File: src/rtl/prog_loader.sv
// ---------------------------------------------------------------------------
// prog_loader
//
// Boot-time program loader. Receives a byte stream over a valid/ready link:
//   [count N] [N little-endian 32-bit words, 4 bytes each] [XOR checksum]
// assembles the words and writes them into instruction memory through a
// dedicated write port. The CPU is held in reset until a load finishes with
// a matching checksum.
//
// Ports:
//   clk          system clock
//   reset        asynchronous reset, active-low
//   rx_valid     byte available on rx_data
//   rx_data      stream byte
//   rx_ready     loader accepts a byte this cycle
//   restart      single-cycle pulse; starts a new load from DONE or ERR
//   imem_we      imem write strobe, one cycle per word
//   imem_addr    imem word address
//   imem_wdata   word to write
//   cpu_hold     1 = CPU held in reset
//   done         load completed with good checksum
//   err          load aborted
//   err_code     00 none, 01 size error, 10 checksum error
//   words_loaded words written in the current load
//   dbg_state    current FSM state (observation only)
//
// Handshake: a byte transfers on a rising edge where rx_valid and rx_ready
// are both 1. While rx_ready is 0 the source must hold rx_valid/rx_data
// stable; nothing is consumed.
// ---------------------------------------------------------------------------
module prog_loader #(
   parameter int IMEM_DEPTH = 64,
   parameter int ADDR_W     = 6
) (
   input  logic              clk,
   input  logic              reset,
   input  logic              rx_valid,
   input  logic [7:0]        rx_data,
   output logic              rx_ready,
   input  logic              restart,
   output logic              imem_we,
   output logic [ADDR_W-1:0] imem_addr,
   output logic [31:0]       imem_wdata,
   output logic              cpu_hold,
   output logic              done,
   output logic              err,
   output logic [1:0]        err_code,
   output logic [ADDR_W:0]   words_loaded,
   output logic [2:0]        dbg_state
);

   localparam logic [2:0] ST_COUNT = 3'd0;
   localparam logic [2:0] ST_DATA  = 3'd1;
   localparam logic [2:0] ST_WRITE = 3'd2;
   localparam logic [2:0] ST_CSUM  = 3'd3;
   localparam logic [2:0] ST_DONE  = 3'd4;
   localparam logic [2:0] ST_ERR   = 3'd5;

   localparam logic [7:0]    MAX_N   = 8'(IMEM_DEPTH);
   localparam logic [ADDR_W:0] ONE_W = {{ADDR_W{1'b0}}, 1'b1};

   logic [2:0]        state_q, state_d;
   logic [ADDR_W:0]   n_q, n_d;
   logic [ADDR_W-1:0] word_idx_q, word_idx_d;
   logic [1:0]        byte_idx_q, byte_idx_d;
   logic [31:0]       word_q, word_d;
   logic [7:0]        acc_q, acc_d;
   logic              rx_ready_q, rx_ready_d;
   logic              imem_we_q, imem_we_d;
   logic [ADDR_W-1:0] imem_addr_q, imem_addr_d;
   logic [31:0]       imem_wdata_q, imem_wdata_d;
   logic              cpu_hold_q, cpu_hold_d;
   logic              done_q, done_d;
   logic              err_q, err_d;
   logic [1:0]        err_code_q, err_code_d;
   logic [ADDR_W:0]   words_loaded_q, words_loaded_d;

   logic accept;
   logic last_word;

   assign accept    = rx_valid & rx_ready_q;
   // Word index is compared one-wider so N=IMEM_DEPTH is reachable.
   assign last_word = (({1'b0, word_idx_q} + ONE_W) == n_q);

   always_comb begin
      state_d        = state_q;
      n_d            = n_q;
      word_idx_d     = word_idx_q;
      byte_idx_d     = byte_idx_q;
      word_d         = word_q;
      acc_d          = acc_q;
      rx_ready_d     = rx_ready_q;
      imem_we_d      = 1'b0;
      imem_addr_d    = imem_addr_q;
      imem_wdata_d   = imem_wdata_q;
      cpu_hold_d     = cpu_hold_q;
      done_d         = done_q;
      err_d          = err_q;
      err_code_d     = err_code_q;
      words_loaded_d = words_loaded_q;

      case (state_q)
         ST_COUNT: begin
            if (accept) begin
               n_d = rx_data[ADDR_W:0];
               if (rx_data == 8'd0) begin
                  state_d    = ST_DONE;
                  rx_ready_d = 1'b0;
                  done_d     = 1'b1;
                  cpu_hold_d = 1'b0;
               end else if (rx_data > MAX_N) begin
                  state_d    = ST_ERR;
                  rx_ready_d = 1'b0;
                  err_d      = 1'b1;
                  err_code_d = 2'b01;
               end else begin
                  state_d    = ST_DATA;
                  word_idx_d = '0;
                  byte_idx_d = 2'd0;
               end
            end
         end

         ST_DATA: begin
            if (accept) begin
               word_d[{byte_idx_q, 3'b000} +: 8] = rx_data;
               acc_d      = acc_q ^ rx_data;
               byte_idx_d = byte_idx_q + 2'd1;
               if (byte_idx_q == 2'd3) begin
                  // Registered outputs: the write strobe is visible in the
                  // WRITE cycle, i.e. the cycle after the 4th byte.
                  state_d        = ST_WRITE;
                  rx_ready_d     = 1'b0;
                  imem_we_d      = 1'b1;
                  imem_addr_d    = word_idx_q;
                  imem_wdata_d   = word_d;
                  words_loaded_d = words_loaded_q + ONE_W;
               end
            end
         end

         ST_WRITE: begin
            rx_ready_d = 1'b1;
            if (last_word) begin
               state_d = ST_CSUM;
            end else begin
               state_d    = ST_DATA;
               word_idx_d = word_idx_q + 1'b1;
            end
         end

         ST_CSUM: begin
            if (accept) begin
               rx_ready_d = 1'b0;
               if (rx_data == acc_q) begin
                  state_d    = ST_DONE;
                  done_d     = 1'b1;
                  cpu_hold_d = 1'b0;
               end else begin
                  state_d    = ST_ERR;
                  err_d      = 1'b1;
                  err_code_d = 2'b10;
               end
            end
         end

         ST_DONE, ST_ERR: begin
            if (restart) begin
               state_d        = ST_COUNT;
               rx_ready_d     = 1'b1;
               done_d         = 1'b0;
               err_d          = 1'b0;
               err_code_d     = 2'b00;
               words_loaded_d = '0;
               acc_d          = 8'd0;
               cpu_hold_d     = 1'b1;
            end
         end

         default: begin
            state_d    = ST_COUNT;
            rx_ready_d = 1'b1;
         end
      endcase
   end

   always_ff @(posedge clk or negedge reset) begin
      if (!reset) begin
         state_q        <= ST_COUNT;
         n_q            <= '0;
         word_idx_q     <= '0;
         byte_idx_q     <= 2'd0;
         word_q         <= 32'd0;
         acc_q          <= 8'd0;
         rx_ready_q     <= 1'b1;
         imem_we_q      <= 1'b0;
         imem_addr_q    <= '0;
         imem_wdata_q   <= 32'd0;
         cpu_hold_q     <= 1'b1;
         done_q         <= 1'b0;
         err_q          <= 1'b0;
         err_code_q     <= 2'b00;
         words_loaded_q <= '0;
      end else begin
         state_q        <= state_d;
         n_q            <= n_d;
         word_idx_q     <= word_idx_d;
         byte_idx_q     <= byte_idx_d;
         word_q         <= word_d;
         acc_q          <= acc_d;
         rx_ready_q     <= rx_ready_d;
         imem_we_q      <= imem_we_d;
         imem_addr_q    <= imem_addr_d;
         imem_wdata_q   <= imem_wdata_d;
         cpu_hold_q     <= cpu_hold_d;
         done_q         <= done_d;
         err_q          <= err_d;
         err_code_q     <= err_code_d;
         words_loaded_q <= words_loaded_d;
      end
   end

   assign rx_ready     = rx_ready_q;
   assign imem_we      = imem_we_q;
   assign imem_addr    = imem_addr_q;
   assign imem_wdata   = imem_wdata_q;
   assign cpu_hold     = cpu_hold_q;
   assign done         = done_q;
   assign err          = err_q;
   assign err_code     = err_code_q;
   assign words_loaded = words_loaded_q;
   assign dbg_state    = state_q;

endmodule
File: config.mk
export PLATFORM = sky130hd
export DESIGN_NAME = prog_loader
export DESIGN_NICKNAME = d
export VERILOG_FILES = /design/src/rtl/prog_loader.sv
export SDC_FILE = /design/constraint.sdc
export NUM_CORES = 1
export LEC_CHECK = 0
export ABC_AREA = 1
export BUFFER_PORTS_ARGS = -buffer_cell sky130_fd_sc_hd__buf_2
export CORE_MARGIN = 1.5
export CORE_UTILIZATION = 55
export DETAILED_ROUTE_END_ITERATION = 10
export PLACE_DENSITY = 0.86
export SYNTH_ARGS = -nofsm -noshare
export SYNTH_HDL_FRONTEND = slang
export SYNTH_SLANG_ARGS = --single-unit
File: constraint.sdc
create_clock -name clk -period 2.01 [get_ports clk]
set_input_delay 0.201 -clock clk [delete_from_list [all_inputs] [get_ports clk]]
set_output_delay 0.201 -clock clk [all_outputs]
set_load 0.05 [all_outputs]
After elaboration in Yosys (flattened, before gate mapping)
Cells that the tools add are included.
Cells by class
  add/subtract/negate cells: 5
  magnitude comparators: 1
  equal/unequal tests: 21
  shifts and indexed selects: 2
  mux-type cells: 63
  bitwise gates (word level): 2
  reductions and logical operators: 18
Operators with widths (count)
  32-bit bitwise mux: 1
  8-bit by 7-bit variable shift with 32-bit output (first input constant): 1
  8-bit by 7-bit variable part select with 32-bit output: 1
  1-bit two-way mux: 25
  6-bit two-way mux: 4
  2-bit != test (second input constant): 12
  2-bit two-way mux: 11
  3-bit two-way mux: 7
  7-bit two-way mux: 3
  8-bit two-way mux: 2
  8-bit one-hot mux with 2 select lines: 1
  3-bit one-hot mux with 5 select lines: 1
  5-bit AND reduction: 3
  7-bit one-hot mux with 2 select lines: 1
  6-bit one-hot mux with 2 select lines: 1
  6-bit AND reduction: 2
  1-bit one-hot mux with 3 select lines: 3
  8-bit equality test: 1
  8-bit by 7-bit greater-than comparator with 1-bit output (second input constant): 1
  8-bit logical NOT: 1
  8-bit bitwise XOR: 1
  6-bit by 1-bit adder with 7-bit output (second input constant): 1
  7-bit by 1-bit adder with 7-bit output (second input constant): 1
  7-bit equality test: 1
  other kinds (20): 26
Word-level totals
  flip-flop bits (word level): 110
  input bits: 12
  output and inout port bits: 55
  word-level logic and storage cells: 127

Depth between registers and ports, before layout
  depth after elaboration: 5
  mapped depth: 12
  mapped depth without buffers: 12

Least setup slack after synthesis
OpenSTA, ideal clock, no wires.
  path type: register to register
  from: register byte_idx_q[0]
  to: register word_q[16]
  library setup time: 83 ps
  arrival: 1733 ps
  required time: 1927 ps
  setup slack: 194 ps
  stages on the path, launching flop included: 9
  path buffers: 2
  clock period less this slack: 1816 ps
  cells stage by stage: dfrtp_1 -> buf_2 -> inv_1 -> ha_1 -> clkbuf_1 -> nand3_1 -> o32ai_1 -> nand2_1 -> o21ai_0
Between the ends
  word-level cells in the longest chain between the ends: 3
  elaborated cells on any way between the ends: 4
  classes of those cells: add/sub: 1; shift: 2; mux: 1
Ends and longest elaborated chain
  start, declared: line 65  | logic [1:0] byte_idx_q, byte_idx_d;
  start signal, assigned: line 208  | byte_idx_q <= byte_idx_d;
  5-bit negator with 7-bit output *: line 126  | word_d[{byte_idx_q, 3'b000} +: 8] = rx_data;
  8-bit by 7-bit variable part select with 32-bit output or 8-bit by 7-bit variable shift with 32-bit output (tied branches): line 126
  32-bit bitwise mux *: line 126
  end signal, assigned: line 209  | word_q <= word_d;
  end, declared: line 66  | logic [31:0] word_q, word_d;
Mark *: on every way between the ends. The rest lies on a longest branch, timed or not.
A chain may end at the register's enable or synchronous reset.

Final worst setup path
  from: register byte_idx_q[1]
  to: register imem_wdata_q[0], in the netlist imem_wdata[0]
Between the ends
  word-level cells in the longest chain between the ends: 3
  elaborated cells on any way between the ends: 6
  classes of those cells: add/sub: 1; eq/ne: 1; shift: 2; mux: 1; reduce/logical: 1
Ends and longest elaborated chain
  5-bit negator with 7-bit output: line 126
  8-bit by 7-bit variable part select with 32-bit output or 8-bit by 7-bit variable shift with 32-bit output (tied branches): line 126
  32-bit bitwise mux: line 126
  end signal, assigned: line 214  | imem_wdata_q <= imem_wdata_d;
  end, declared: line 71  | logic [31:0] imem_wdata_q, imem_wdata_d;
Parallel ways exist; a longest one is shown, timed or not.

==> summary.txt <==
Power and ir drop
  • Net Sw Power: 4.63 mW
  • Sw Share: 48.1%
  • Max IR drop VDD: 1070 uV
  • Clock share of power: 14.0%
  • Leakage: 3.12 nW
  • Pwr dens: 1580 nW/um^2
  • Logic pwr share: 49.7%
  • Cell-internal power: 5.00 mW
  • Sequential power share: 36.4%

Worst setup path
  • CP Buf/Inv Count: 1
  • Crit Path Class: reg2reg
  • RR Startpoint: byte_idx_q[1]$_DFFE_PN0P_
  • Worst-path fanout max: 8
  • CP dominant cell by count: nand2_1
  • CP required: 2.34 ns
  • CP Launch Type: flip-flop
  • WP data arrival: 2.21 ns
  • Slowest cell on the critical path: nor2_1
  • Critical Path End Type: flip-flop
  • Max incr delay on CP: 0.43 ns
  • CP delay by family, top: simple AND/OR/NAND/NOR gates
  • Crit path launch: byte_idx_q[1]$_DFFE_PN0P_
  • Critical path, cell by cell: inv_1, ha_1, nor2_1, nand4_1, o21ai_0, nand2_1, nand2_1

Min path
  • Hold Startpoint: restart
  • Hold Crit Class: in2reg

Clock tree
  • Clock-pin slew on the worst setup and hold paths: 0.11 ns
  • Clk_lat worst skew: 0.38 ns
  • Sinks on Clock Net: 110
  • CTS root buf: clkbuf_8
  • Post-cts resize count: 0
  • H-tree Lvls: 3
  • TritonCTS Buffers: 9
  • CTS tree: built
  • Clk buf depth: 2

Logic synthesis
  • Seq cells post-synth: 110
  • Syn Nets: 691
  • Synthesis warning total: 0
  • FFs w/ async S/R, synth: 100%
  • Number of synthesized flops with an enable pin: 0
  • Post-Synthesis Cells: 671
  • Unique masters post-synth: 36
  • Avg Cell Area, Syn: 8.10 sq um
  • Seq/Total Area, Yosys: 50.7%
  • Top FF cell, synth: dfrtp_1
  • Netlist Area Pre-Place: 5430 sq um

Die
  • Die width: 102 um
  • Die Y: 102 um
  • # rows: 36
  • Die ar.: 10500 sq um
  • Core footprint: 9680 sq um
  • Starting density of the core: 56.1%
  • Io pins: 67

Route
  • DRC: 0
  • Via/cell ratio: 5.38
  • Pre-Repair DR Iteration Count: 6
  • Post-detailed-route wirelength per cell: 13.9 um
  • Routed WL: 12.1 mm
  • DRT antenna net count: 0
  • Initial DRC Count: 357
  • Total number of vias: 4695

Finish
  • Register area: 2760 sq um
  • Antenna cell count: 0
  • Area added between synthesis and finish: 12.3%
  • Most frequent cells in the layout: 235 x nand2_1, 108 x dfrtp_1, 66 x inv_1
  • Commonest non-fill, non-tap cell in the layout: nand2_1
  • Share of cells above drive strength 1: 16.8%
  • Final net count: 755
  • Multi-input gate area: 2260 sq um
  • Layout Cells excl Fill: 873
  • Fillers: 779
  • Core Util, Final: 63.0%

Global route
  • Initial antenna violation count: 0
  • GRT Overall Usage: 24.7%
  • GR Overflow Total: 0
  • Vias in the first global route: 4259
  • First-pass GRT wire length: 20.1 mm
  • Largest net degree at the start of global routing: 70

Place
  • Dpl cells: 853
  • PortBufs: 66
  • Pre-CTS WS: 0.168 ns
  • Placer Congestion: 0.858
  • Hpwl dp: 8.64 mm

Timing
  • Layout Skew: 0.00897 ns
  • Worst-Margin Slew: 0.660 ns
  • Max Clk Rate: 530 MHz
  • Setup WS post-layout: 0.125 ns
  • Max-slew violation count: 0
  • WHS: 0.149 ns
  • Hold Fails Final Rpt: 0
  • Setup TNS: 0 ns
  • RSZ-0062 raised after global routing: yes
  • Fin crit share: 93.8%
  • Rel. slew slack: 55.9%
  • Final worst path period need: 1.89 ns
  • Final setup violation count: 0

Run status
  • Run status: finished, final reports clean

Job
  • Maxcap violations: 0
sequential cells by signal, indices dropped and copies added, names as in the netlist:
register      count
words_loaded      7
word_idx_q        6
rx_ready          1
dbg_state         3
err               1
cpu_hold          1
n_q               7
done              1
imem_we           1
word_q           32
err_code          2
imem_addr         6
acc_q             8
imem_wdata       32
byte_idx_q        2
power groups by stage:
| stage | clock (mW) | sequential, mW | combinational [mW] |
|---|---|---|---|
| floorplan | 0 | 4.67 | 2.44 |
| global placement | 0 | 3.50 | 4.52 |
| detailed placement | 0 | 3.54 | 4.67 |
| CTS | 1.37 | 3.50 | 4.69 |
| global route | 1.44 | 3.60 | 5.29 |
| finish | 1.35 | 3.50 | 4.78 |
metal layers:
metal  vias up  share of wire, %  track usage, %
met1      2225                44            33.7
li1       2273                 -               -
met4         0               2.4            10.3
met5         -                 0               0
met2       168                48            38.7
met3        29               5.9            4.92
stage by stage:
stage	area, sq um	total power, mW
detailed placement	5870	8.21
finish	6100	9.63
floorplan	5430	7.11
global placement	5870	8.01
global route	6100	10.3
CTS	6080	9.55
cell type report:
type / count / share of cell area, %
sequential: 110 / 45.1
timing repair buffer: 80 / 7.42
clock buffer: 12 / 2.71
inverter: 72 / 4.43
tap: 133 / 2.73
multi-input combinational: 462 / 37.0
clock inverter: 4 / 0.595
final timing paths:
| path | depth (start not counted) | slack, ns | to |
|---|---|---|---|
| worst max register to register | 7 | 0.12 | imem_wdata[0]$_DFFE_PN0P_ |
| worst max-delay path | 7 | 0.12 | imem_wdata[0]$_DFFE_PN0P_ |
| max in group asynchronous | 3 | 1.13 | rx_ready$_DFFE_PN1P_ |
| min in group asynchronous | 2 | 0.22 | dbg_state[0]$_DFFE_PN0P_ |
| worst min-delay path | 3 | 0.15 | dbg_state[2]$_DFFE_PN0P_ |
| worst min register to register | 2 | 0.47 | imem_wdata[12]$_DFFE_PN0P_ |
synth_stat cells, types with 3 or more instances:
master | number | area (sq um)
nand2_4 | 3 | 33.8
buf_6 | 4 | 45.0
o32ai_1 | 8 | 70.1
a21oi_1 | 3 | 15.0
o21ai_0 | 61 | 305
inv_2 | 6 | 22.5
nand4_1 | 11 | 68.8
nand2_2 | 4 | 25.0
clkbuf_1 | 10 | 37.5
nor2_1 | 39 | 146
nor2_2 | 6 | 37.5
nand3_1 | 23 | 115
nand2_1 | 235 | 882
o21a_1 | 7 | 52.6
xnor2_1 | 8 | 70.1
xor2_1 | 5 | 43.8
o31ai_2 | 4 | 50.1
o22ai_1 | 17 | 106
inv_1 | 66 | 248
o21ai_1 | 7 | 35.0
ha_1 | 8 | 100
buf_2 | 10 | 50.1
dfrtp_1 | 108 | 2700
cells by family after synthesis:
kind of cell               synth area share [%]
DFF                                        50.7
AOI/OAI and AO/OA                          12.2
xor gates and xnor gates                   2.10
and+or+nand+nor                            25.4
buffers and inverters                      7.76
adders and majority gates                  1.84
tightest hold or removal path, stage by stage:
cell,delay [ns]
buf_2,0.08
or2_1,0.13
o21ai_0,0.09
repair_timing:
action / in CTS / in global routing
setup endpoints to repair: 0 / 22
endpoints found under the hold margin: 18 / 0
setup buffers: 0 / 3
hold buffers: 1 / 0
Power figures use the tool's default switching activity.
